### config.mk
export PLATFORM = sky130hd
export DESIGN_NAME = dual_issue_dispatch
export DESIGN_NICKNAME = d
export VERILOG_FILES = /design/src/rtl/dual_issue_dispatch_pkg.sv /design/src/rtl/dual_issue_dispatch_pair_check.sv /design/src/rtl/dual_issue_dispatch.sv
export SDC_FILE = /design/constraint.sdc
export NUM_CORES = 1
export LEC_CHECK = 0
export ABC_AREA = 0
export CORE_ASPECT_RATIO = 2
export CORE_MARGIN = 4
export CORE_UTILIZATION = 50
export DETAILED_ROUTE_END_ITERATION = 10
export MAX_ROUTING_LAYER = met4
export PLACE_DENSITY = 0.82
export SLEW_MARGIN = 15
export SYNTH_ARGS = -nofsm -noshare
export SYNTH_HDL_FRONTEND = slang
export SYNTH_SLANG_ARGS = --single-unit
### constraint.sdc
create_clock -name clk -period 14.03 [get_ports clk]
set_clock_uncertainty 0.2 [all_clocks]
set_input_delay 1.403 -clock clk [delete_from_list [all_inputs] [get_ports clk]]
set_output_delay 1.403 -clock clk [all_outputs]
set_load 0.01 [all_outputs]
### src/rtl/dual_issue_dispatch_pkg.sv
// MIPS opcode constants, queue entry type and destination-register decode
// shared by the dispatch queue and its pairing checker.
package mips_defs;

  localparam logic [5:0] OP_RTYPE = 6'b000000;
  localparam logic [5:0] OP_J     = 6'b000010;
  localparam logic [5:0] OP_BEQ   = 6'b000100;
  localparam logic [5:0] OP_ADDI  = 6'b001000;
  localparam logic [5:0] OP_ORI   = 6'b001101;
  localparam logic [5:0] OP_LW    = 6'b100011;
  localparam logic [5:0] OP_SW    = 6'b101011;

  typedef struct packed {
    logic [31:0] pc;
    logic [31:0] instr;
  } qentry_t;

  typedef struct packed {
    logic       writes;
    logic [4:0] rd;
  } dest_t;

  // R-type writes rd; immediate ALU ops and loads write rt.
  function automatic dest_t dest_reg(input logic [31:0] instr);
    dest_t d;
    d.writes = 1'b0;
    d.rd     = 5'd0;
    case (instr[31:26])
      OP_RTYPE: begin
        d.writes = 1'b1;
        d.rd     = instr[15:11];
      end
      OP_ADDI, OP_ORI, OP_LW: begin
        d.writes = 1'b1;
        d.rd     = instr[20:16];
      end
      default: ;
    endcase
    return d;
  endfunction

  function automatic logic is_mem(input logic [5:0] op);
    return (op == OP_LW) || (op == OP_SW);
  endfunction

endpackage

### src/rtl/dual_issue_dispatch_pair_check.sv
// Combinational pairing rule: can instr2 issue in slot 2 alongside instr1
// (no RAW/WAW inside the pair, one memory op, slot 1 not a control transfer).
module pair_check
  import mips_defs::*;
(
  input  logic [31:0] instr1,
  input  logic [31:0] instr2,
  output logic        pairable
);

  dest_t d1;
  dest_t d2;
  logic  raw;
  logic  waw;
  logic  mem_conflict;
  logic  ctrl1;
  logic  unused_bits;

  assign d1 = dest_reg(instr1);
  assign d2 = dest_reg(instr2);

  assign raw = d1.writes && (d1.rd != 5'd0) &&
               ((d1.rd == instr2[25:21]) || (d1.rd == instr2[20:16]));
  assign waw = d1.writes && d2.writes && (d1.rd != 5'd0) && (d2.rd == d1.rd);

  assign mem_conflict = is_mem(instr1[31:26]) && is_mem(instr2[31:26]);
  // Anything after a branch/jump in slot 1 may be on the wrong path.
  assign ctrl1 = (instr1[31:26] == OP_BEQ) || (instr1[31:26] == OP_J);

  assign pairable = !(raw || waw || mem_conflict || ctrl1);

  assign unused_bits = ^{instr1[25:21], instr1[10:0], instr2[10:0]};

endmodule

### src/rtl/dual_issue_dispatch.sv
// Instruction queue feeding two decode slots; issues a pair or a single per cycle.
// Optional issue statistics counters are built when DISPATCH_STATS_EN is defined.
module dual_issue_dispatch
  import mips_defs::*;
#(
  parameter int DEPTH = 4
) (
  input  logic        clk,
  input  logic        reset,
  input  logic [31:0] InstrF1,
  input  logic [31:0] InstrF2,
  input  logic [31:0] PCF,
  input  logic        FetchValidF,
  output logic        FetchReadyF,
  input  logic        StallD,
  input  logic        FlushD,
  output logic [31:0] InstrD1,
  output logic [31:0] InstrD2,
  output logic [31:0] PCD1,
  output logic [31:0] PCD2,
  output logic        ValidD1,
  output logic        ValidD2,
  output logic [4:0]  rsD1,
  output logic [4:0]  rtD1,
  output logic [4:0]  rsD2,
  output logic [4:0]  rtD2
`ifdef DISPATCH_STATS_EN
  ,
  output logic [31:0] SingleIssueCnt,
  output logic [31:0] DualIssueCnt
`endif
);

  localparam int AW = $clog2(DEPTH);
  localparam int CW = AW + 1;

  qentry_t        mem_q [DEPTH];
  logic [AW-1:0]  head_q, tail_q, head_p1, tail_p1;
  logic [CW-1:0]  count_q, count_d;
  logic [1:0]     pop_n;
  logic           push;
  logic           issue_en;
  logic           pairable;
  qentry_t        head_e, next_e;

  logic           valid1_q, valid1_d, valid2_q, valid2_d;
  logic [31:0]    pc1_q, pc1_d, pc2_q, pc2_d;
  logic [31:0]    instr1_q, instr1_d, instr2_q, instr2_d;

  assign head_p1 = head_q + AW'(1);
  assign tail_p1 = tail_q + AW'(1);
  assign head_e  = mem_q[head_q];
  assign next_e  = mem_q[head_p1];

  assign FetchReadyF = (CW'(DEPTH) - count_q) >= CW'(2);
  assign push        = FetchValidF && FetchReadyF && !FlushD;
  assign issue_en    = !StallD && !FlushD;

  pair_check u_pair_check (
    .instr1   (head_e.instr),
    .instr2   (next_e.instr),
    .pairable (pairable)
  );

  // Queue storage has no reset; only entries inside head..head+count are read.
  always_ff @(posedge clk) begin
    if (push) begin
      mem_q[tail_q]  <= '{pc: PCF, instr: InstrF1};
      mem_q[tail_p1] <= '{pc: PCF + 32'd4, instr: InstrF2};
    end
  end

  always_comb begin
    pop_n = 2'd0;
    if (issue_en) begin
      if ((count_q >= CW'(2)) && pairable) begin
        pop_n = 2'd2;
      end else if (count_q != '0) begin
        pop_n = 2'd1;
      end
    end
  end

  assign count_d = count_q + (push ? CW'(2) : CW'(0)) - CW'(pop_n);

  always_comb begin
    valid1_d = valid1_q;
    valid2_d = valid2_q;
    pc1_d    = pc1_q;
    pc2_d    = pc2_q;
    instr1_d = instr1_q;
    instr2_d = instr2_q;
    if (FlushD) begin
      valid1_d = 1'b0;
      valid2_d = 1'b0;
      pc1_d    = '0;
      pc2_d    = '0;
      instr1_d = '0;
      instr2_d = '0;
    end else if (!StallD) begin
      valid1_d = (pop_n != 2'd0);
      valid2_d = (pop_n == 2'd2);
      pc1_d    = (pop_n != 2'd0) ? head_e.pc    : 32'd0;
      instr1_d = (pop_n != 2'd0) ? head_e.instr : 32'd0;
      pc2_d    = (pop_n == 2'd2) ? next_e.pc    : 32'd0;
      instr2_d = (pop_n == 2'd2) ? next_e.instr : 32'd0;
    end
  end

  always_ff @(posedge clk or posedge reset) begin
    if (reset) begin
      head_q   <= '0;
      tail_q   <= '0;
      count_q  <= '0;
      valid1_q <= 1'b0;
      valid2_q <= 1'b0;
      pc1_q    <= '0;
      pc2_q    <= '0;
      instr1_q <= '0;
      instr2_q <= '0;
    end else begin
      if (FlushD) begin
        head_q  <= '0;
        tail_q  <= '0;
        count_q <= '0;
      end else begin
        head_q  <= head_q + AW'(pop_n);
        tail_q  <= push ? tail_q + AW'(2) : tail_q;
        count_q <= count_d;
      end
      valid1_q <= valid1_d;
      valid2_q <= valid2_d;
      pc1_q    <= pc1_d;
      pc2_q    <= pc2_d;
      instr1_q <= instr1_d;
      instr2_q <= instr2_d;
    end
  end

  assign ValidD1 = valid1_q;
  assign ValidD2 = valid2_q;
  assign PCD1    = pc1_q;
  assign PCD2    = pc2_q;
  assign InstrD1 = instr1_q;
  assign InstrD2 = instr2_q;
  assign rsD1    = instr1_q[25:21];
  assign rtD1    = instr1_q[20:16];
  assign rsD2    = instr2_q[25:21];
  assign rtD2    = instr2_q[20:16];

`ifdef DISPATCH_STATS_EN
  logic [31:0] single_cnt_q, dual_cnt_q;

  // pop_n is already zero on stalled or flushed cycles.
  always_ff @(posedge clk or posedge reset) begin
    if (reset) begin
      single_cnt_q <= '0;
      dual_cnt_q   <= '0;
    end else begin
      if ((pop_n == 2'd1) && (single_cnt_q != 32'hFFFF_FFFF)) begin
        single_cnt_q <= single_cnt_q + 32'd1;
      end
      if ((pop_n == 2'd2) && (dual_cnt_q != 32'hFFFF_FFFF)) begin
        dual_cnt_q <= dual_cnt_q + 32'd1;
      end
    end
  end

  assign SingleIssueCnt = single_cnt_q;
  assign DualIssueCnt   = dual_cnt_q;
`endif

endmodule

==> flow_summary.yaml <==
status:
  run_status: "finished, final reports clean"
clocking:
  cts-root-to-sink-buffers: 3
  clock_tree_from_tritoncts: "done"
  cts.repair_timing.setup_buffer_count: 0
  cts_root_buffer: "sky130_fd_sc_hd__clkbuf_16"
  tritoncts.num_buffers: 34
  ctsHoldBuffers: 0
  worst_setup_hold_path_clk_slew_ps: 70
  clock_insertion_delay_worst_skew_ps: 530
  clk_sink_count: 392
  clock_tree.htree_level_count: 2
  cts_repair_resize_count: 0
floorplanning:
  width_of_the_chip_um: 149.3
  die_area_um2: 43410
  core_region_area_um2: 39440
  i_o_pins: 252
  die_y_um: 290.7
  starting_utilization_of_the_core_area_pct: 50.66
  placementRows: 103
timing:
  fmaxAchievable_mhz: 189.3
  timing.final.max_slew_violations: 0
  rsz_0062_raised_after_global_routing: "no"
  final.setup.tns_ps: 0
  final_period_util_pct: 37.64
  slew-limit-headroom_pct: 29.87
  setup-violations-final: 0
  period_needed_ps: 5281
  hold-worst-slack_ps: 298.1
  worst_slew_pin_slew_ps: 1052
  final_hold_violating_endpoints: 0
job:
  timing.max_cap.violations: 0
cells_and_area:
  filler_cell_count: 3081
  final_layout_size_suffix_gt1_share_pct: 15.88
  area_growth_synth_to_finish_pct: 17.21
  final_net_count: 1702
detailed_routing:
  detailroute.via_count: 13612
  detailedRoute.firstIterationViolations: 1212
  post_drt_via_cell_ratio: 6.349
  route.antenna.remaining_nets: 0
  totalWireLength_um: 54870
  route.detailed.drc: 0
  first_pass_iters: 5
  post_drt_wl_per_cell_um: 25.59
worst_setup_path:
  highest_fanout_seen_on_the_critical_path: 35
  setup.worst_path.class: "reg -> reg"
  critPathArrivalTime_ps: 5450
  critPathRequiredTime_ps: 14200
  timing.critical_path.to_type: "register"
  cp-start-kind: "register"
power:
  power.leakage_nw: 8.226
  power.density_cell_area_nw_per_um2: 181.5
  vdd.ir_drop.worst_mv: 0.1440
yosys:
  synth.net_count: 1664
  synth_ff_type: "sky130_fd_sc_hd__edfxtp_1"
  netlist_area_um2: 19980
  yosysUniqueCellTypes: 52
  edff_count_synth: 256
  synth-warning-count: 0
  yosys_register_bits: 392
  synth.yosys.seq_area_share_pct: 55.51
  postSynthCellCount: 1555
  synth_async_sr_flop_share_pct: 34.69
  syn_avg_cell_area_um2: 12.85
place:
  place.port_buffers: 251
  globalplace.congestion: 0.8331
  detailed_place_hpwl_um: 35980
global_routing:
  antenna_found_initial: 1
  gr-total-overflow: 0
  grt.total_usage_pct: 25.86
  wire_length_of_the_first_global_routing_pass_um: 83800
  via_count_of_the_first_global_routing_pass: 14200
  grt_start_max_net_pins: 116
worst_hold_path:
  hold_path_class: "reg -> reg"
## report_power, final
group	total [mW]	leakage [nW]	internal (mW)	switching [mW]
clock	1.01	0.577	0.584	0.428
combinational	1.58	3.49	0.716	0.867
sequential	1.66	4.16	1.49	0.164
## sequential cells by signal, indices dropped and copies added (netlist names)
register	count
PCD2	32
PCD1	32
tail_q	1
count_q	3
ValidD1	1
mem_q	256
InstrD2	32
head_q	2
InstrD1	32
ValidD2	1
## cell usage in the layout, fill, tap and decap left out, drive strengths merged, types with 4 or more instances in the layout
cell type / synthesis / final
ha: 7 / 7
xor2: 34 / 34
buf: 56 / 18
mux4: 128 / 128
nand4b: 49 / 49
nor2: 37 / 37
a22o: 64 / 64
clkbuf: 211 / 45
a32oi: 4 / 4
inv: 18 / 18
nand3: 30 / 30
bufinv: 0 / 6
nand4: 110 / 110
clkdlybuf4s50: 0 / 251
edfxtp: 256 / 256
o211ai: 16 / 16
a22oi: 6 / 6
o2bb2a: 15 / 15
nor3b: 5 / 5
nand2: 244 / 244
clkinv: 0 / 9
mux2: 32 / 32
nor4: 5 / 5
dfrtp: 136 / 136
and3: 13 / 13
a21oi: 6 / 6
xnor2: 41 / 41
nor3: 4 / 4
## critical path: stages (launching register included)
cell and delay, ps:
sky130_fd_sc_hd__dfrtp_4 830, sky130_fd_sc_hd__mux4_2 460, sky130_fd_sc_hd__or3_1 450, sky130_fd_sc_hd__nor4_2 730, sky130_fd_sc_hd__a22oi_1 250, sky130_fd_sc_hd__xnor2_1 200, sky130_fd_sc_hd__nand4_1 190, sky130_fd_sc_hd__o211ai_4 660
sky130_fd_sc_hd__a21oi_4 130, sky130_fd_sc_hd__fa_1 520, sky130_fd_sc_hd__inv_1 50, sky130_fd_sc_hd__ha_1 190, sky130_fd_sc_hd__xnor2_1 170, sky130_fd_sc_hd__nor2_1 70
## final cells by class
cell class / count / area, um2 / area share [%]
Clock inverter: 16 / 244.0 / 1.042
Inverter: 18 / 80.08 / 0.3420
Sequential cell: 392 / 11100 / 47.39
Multi-Input combinational cell: 878 / 7746 / 33.08
Antenna cell: 1 / 2.502 / 0.01069
Timing Repair Buffer: 269 / 2655 / 11.34
Tap cell: 525 / 656.9 / 2.805
Clock buffer: 45 / 933.4 / 3.986
## logic make-up after synthesis
logic type,count (synthesis),share of synthesized area (%)
multiplexers,162,16.33
AND/OR/NAND/NOR,513,13.20
AO/OA/AOI/OAI,120,5.148
adder cells (fa/ha/maj),8,0.5386
XOR/XNOR,75,3.288
buffers and inverters,285,5.981
flip-flops,392,55.51
## Yosys cell counts, drive strengths merged (7+ instances only)
master / n / share of area (%)
a22o: 64 / 2.8
edfxtp: 256 / 38
o211ai: 16 / 0.63
nor2: 37 / 0.70
dfrtp: 136 / 17
nand3: 30 / 0.75
xor2: 34 / 1.5
xnor2: 41 / 1.8
mux2: 32 / 1.8
inv: 18 / 0.34
mux4: 128 / 14
nand4b: 49 / 2.1
nand2: 244 / 4.6
buf: 56 / 1.7
ha: 7 / 0.44
nand4: 110 / 3.4
o2bb2a: 15 / 0.75
and3: 13 / 0.41
clkbuf: 211 / 4.0
## routing by layer
| metal | routed length, um | GRT usage (%) |
|---|---|---|
| met1 | 17980 | 28.27 |
| met2 | 30120 | 46.05 |
| met3 | 3712 | 2.996 |
| met4 | 3053 | 12.81 |
| met5 | 0 | - |
## metrics by stage
stage / power, mW / utilization [%] / cell area [um2] / setup slack [ps] / instances
3_3_place_gp: 3.197 / 56.37 / 22230 / 8759 / 2082
3_5_place_dp: 3.254 / 56.37 / 22230 / 8713 / 2082
5_1_grt: 4.426 / 59.38 / 23420 / 8370 / 2144
4_1_cts: 4.267 / 59.35 / 23410 / 8725 / 2143
6_report: 4.250 / 59.38 / 23420 / 8749 / 2144
2_1_floorplan: 2.643 / - / 19980 / 8788 / 1555
## final timing paths
| kind | startpoint | slack, ps | endpoint | cells past startpoint |
|---|---|---|---|---|
| worst max register to register | head_q[1] | 8750 | count_q[2] | 13 |
| worst min-delay path | InstrD1[27] | 300 | InstrD1[27] | 2 |
| min in group asynchronous | reset | 1190 | InstrD2[15] | 2 |
| worst max-delay path | head_q[1] | 8750 | count_q[2] | 13 |
| max in group asynchronous | reset | 11030 | head_q[1] | 3 |
| worst min register to register | InstrD1[27] | 300 | InstrD1[27] | 2 |
No activity file was read; power rests on OpenSTA's default activity.
==> RTL change, RTL diff (config.mk and constraints unchanged) <==
Change the parameter `DEPTH` from 4 to 8.
--- a/src/rtl/dual_issue_dispatch.sv
+++ b/src/rtl/dual_issue_dispatch.sv
@@ -3,7 +3,7 @@
 module dual_issue_dispatch
   import mips_defs::*;
 #(
-  parameter int DEPTH = 4
+  parameter int DEPTH = 8
 ) (
   input  logic        clk,
   input  logic        reset,
Function: changed (Yosys sat finds a counterexample within 4 cycles, from zero or initial values and one cycle with reset high).
==> RTL change against the original RTL <==
Worst setup slack worse by 2.8 ns. Core utilization down 2.3 points. Critical endpoint unchanged. Cell count up 67%. Largest cell class unchanged. First-iteration DRC count up 150%. Sequential cell count up 259. Largest power group unchanged. Critical path type unchanged. Total power up 61%. Area after synthesis up 70%. Die area up 67%. Routed wire length up 87%. Hold slack worse by 0.019 ns. Final area up 65%. Critical path depth up 5. Global-route usage up 3.0 points.
==> RTL change: results (changes against the original RTL) <==
synthTopCellsByArea: "edfxtp_1 45%, mux4_2 16%, dfrtp_1 10%"
yosysWarnings: 0  # unchanged
largest_reg_flops: 512  # +100%
drtIter0Drc: 2977  # +150%
antenna_found_initial: 10  # +9
cts_buffers: 52  # +53%
synth_xor_area_share_pct: 3.52  # +0.24 points
gp_congestion: 1.00  # +20%
wl_met1_mm: 33.7  # +88%
synthMuxAreaShare_pct: 20.6  # +4.2 points
synth_adder_area_share_pct: 0.691  # +0.15 points
via_count: 23700  # +74%
layout.nets: 2762  # +62%
htree_num_levels: 2  # unchanged
reg2reg_setup_slack_ns: 5.95  # -2.80 ns
synth_edf_count: 512  # +100%
grt_usage_pct: 28.9  # +3.0 points
worstPathMaxFanout: 121  # +250%
placed_cells: 3480  # +67%
top_layer_used: "met4"
status: "complete, no violations"
synth.avg_cell_area_um2: 13.1  # +2.0%
root_buffer: "clkbuf_16"
hpwl_mm: 65.5  # +82%
holdCritPathClass: "reg2reg"
synth_ff_type: "edfxtp_1"
dr_wl_met2_mm: 51.0  # +69%
dr_wl_met3_mm: 10.6  # +190%
fin_hold_ws_ns: 0.279  # -0.0190 ns
ys_types: 59  # +13%
ir_drop_mv: 0.127  # -12%
ctsResizeCount: 0  # unchanged
finalWirelength_mm: 102  # +87%
worstMarginPinSlew_ns: 1.21  # +0.156 ns
arrival_ns: 8.41  # +2.96 ns
synthesis.nets: 2716  # +63%
grt_pass1_wl_mm: 153  # +82%
synth_compound_area_share_pct: 5.27  # +0.12 points
cts_buffer_depth: 3  # unchanged
combPwrFrac_pct: 37.8  # +0.6 points
final_cells: 3589  # +67%
drive_above_1_share_pct: 15.1  # -0.82 points
n_fill_cell: 5124  # +66%
synthMostInstantiatedCell: "nand2_1"
yosysSeqAreaShare_pct: 55.4  # -0.15 points
clk_pin_slew_worst_paths_ns: 0.07  # about the same
ys_top_cells_by_count: "546 x nand2_1, 512 x edfxtp_1, 238 x mux4_2"
port_buffers: 251  # unchanged
total_leakage_power_nw: 13.9  # +69%
swShare_pct: 35.3  # +1.0 points
regMostFlops: "mem_q"
first_pass_iters: 9  # +4
grt_max_degree: 122  # +5.2%
cts_setup_buffers: 0  # unchanged
async_flop_share_pct: 21.4  # -13 points
clock_latency_ns: 0.62  # +0.09 ns
RTL change: cell count changes in the layout (fill, tap and decap cells not counted), sizes merged, moves of 53 or more:
cell    before  now
o31ai        0   64
mux2i        2  148
nand2      244  546
nor2        37   90
nor3         4   65
edfxtp     256  512
a22o        64    2
a211o        1   62
mux4       128  238
o22ai        1   65
or3          2   55
nand4      110    7
RTL change: cell type report:
class                           count  area share [%]
Timing Repair Buffer              284            7.18
Sequential cell                   651            48.9
Clock buffer                       66            3.59
Multi-Input combinational cell   1624            35.9
Clock inverter                     32            1.18
Inverter                           31           0.353
Antenna cell                       11          0.0713
Tap cell                          890            2.89
RTL change: cells by family (layout without fill, tap and decap cells):
kind of cell,Yosys count,count (layout)
AND/OR/NAND/NOR,830,830
AO/OA/AOI/OAI,240,240
adder cells (fa/ha/maj),17,17
buffers and inverters,323,413
multiplexers,400,400
other,0,11
XOR/XNOR,137,137
flip-flops,651,651
RTL change: routing by layer:
layer  vias up  global-route usage (%)
met3       396                    4.86
met1     11800                    34.1
met5         -                       -
met4         0                    16.6
li1       9742                       -
met2      1709                    46.8
RTL change: worst paths after layout:
check	start	endpoint	cells after the start
hold reg to reg	InstrD2[3]	InstrD2[3]	2
min in group asynchronous	reset	PCD2[24]	2
hold / removal	InstrD2[3]	InstrD2[3]	2
max in group asynchronous	reset	head_q[1]	3
setup reg to reg	head_q[0]	count_q[2]	18
setup / recovery	head_q[0]	count_q[2]	18
RTL change: per-stage QoR:
step           utilization [%]  cell area, µm²  setup slack, ns
2_1_floorplan                -           34100             8.70
3_3_place_gp              54.4           36700             6.18
3_5_place_dp              54.4           36700             6.03
4_1_cts                   57.1           38600             5.97
5_1_grt                   57.1           38600             5.47
6_report                  57.1           38600             5.95
RTL change: power by group through the flow:
| stage | clock, mW | combinational, mW | sequential, mW |
|---|---|---|---|
| finish | 1.61 | 2.58 | 2.64 |
| global route | 1.69 | 2.74 | 2.66 |
| CTS | 1.62 | 2.57 | 2.63 |
| detailed placement | 0 | 2.55 | 2.67 |
| global placement | 0 | 2.49 | 2.65 |
| floorplan | 0 | 1.67 | 2.61 |
RTL change: critical path: stages, from the launching register on:
cell and delay, ns:
dfrtp_4 0.94, buf_12 0.67, buf_4 0.77, mux4_2 0.58, o21ai_0 0.52, nand2b_1 0.18
o22ai_1 0.08, a21oi_2 0.32, xor2_1 0.21, nand2_1 0.13, o32ai_4 1.03, buf_4 0.61
o21ai_1 0.15, nand3_1 0.17, fa_1 0.44, ha_1 0.19, inv_1 0.07, fa_1 0.41
nor2_1 0.10
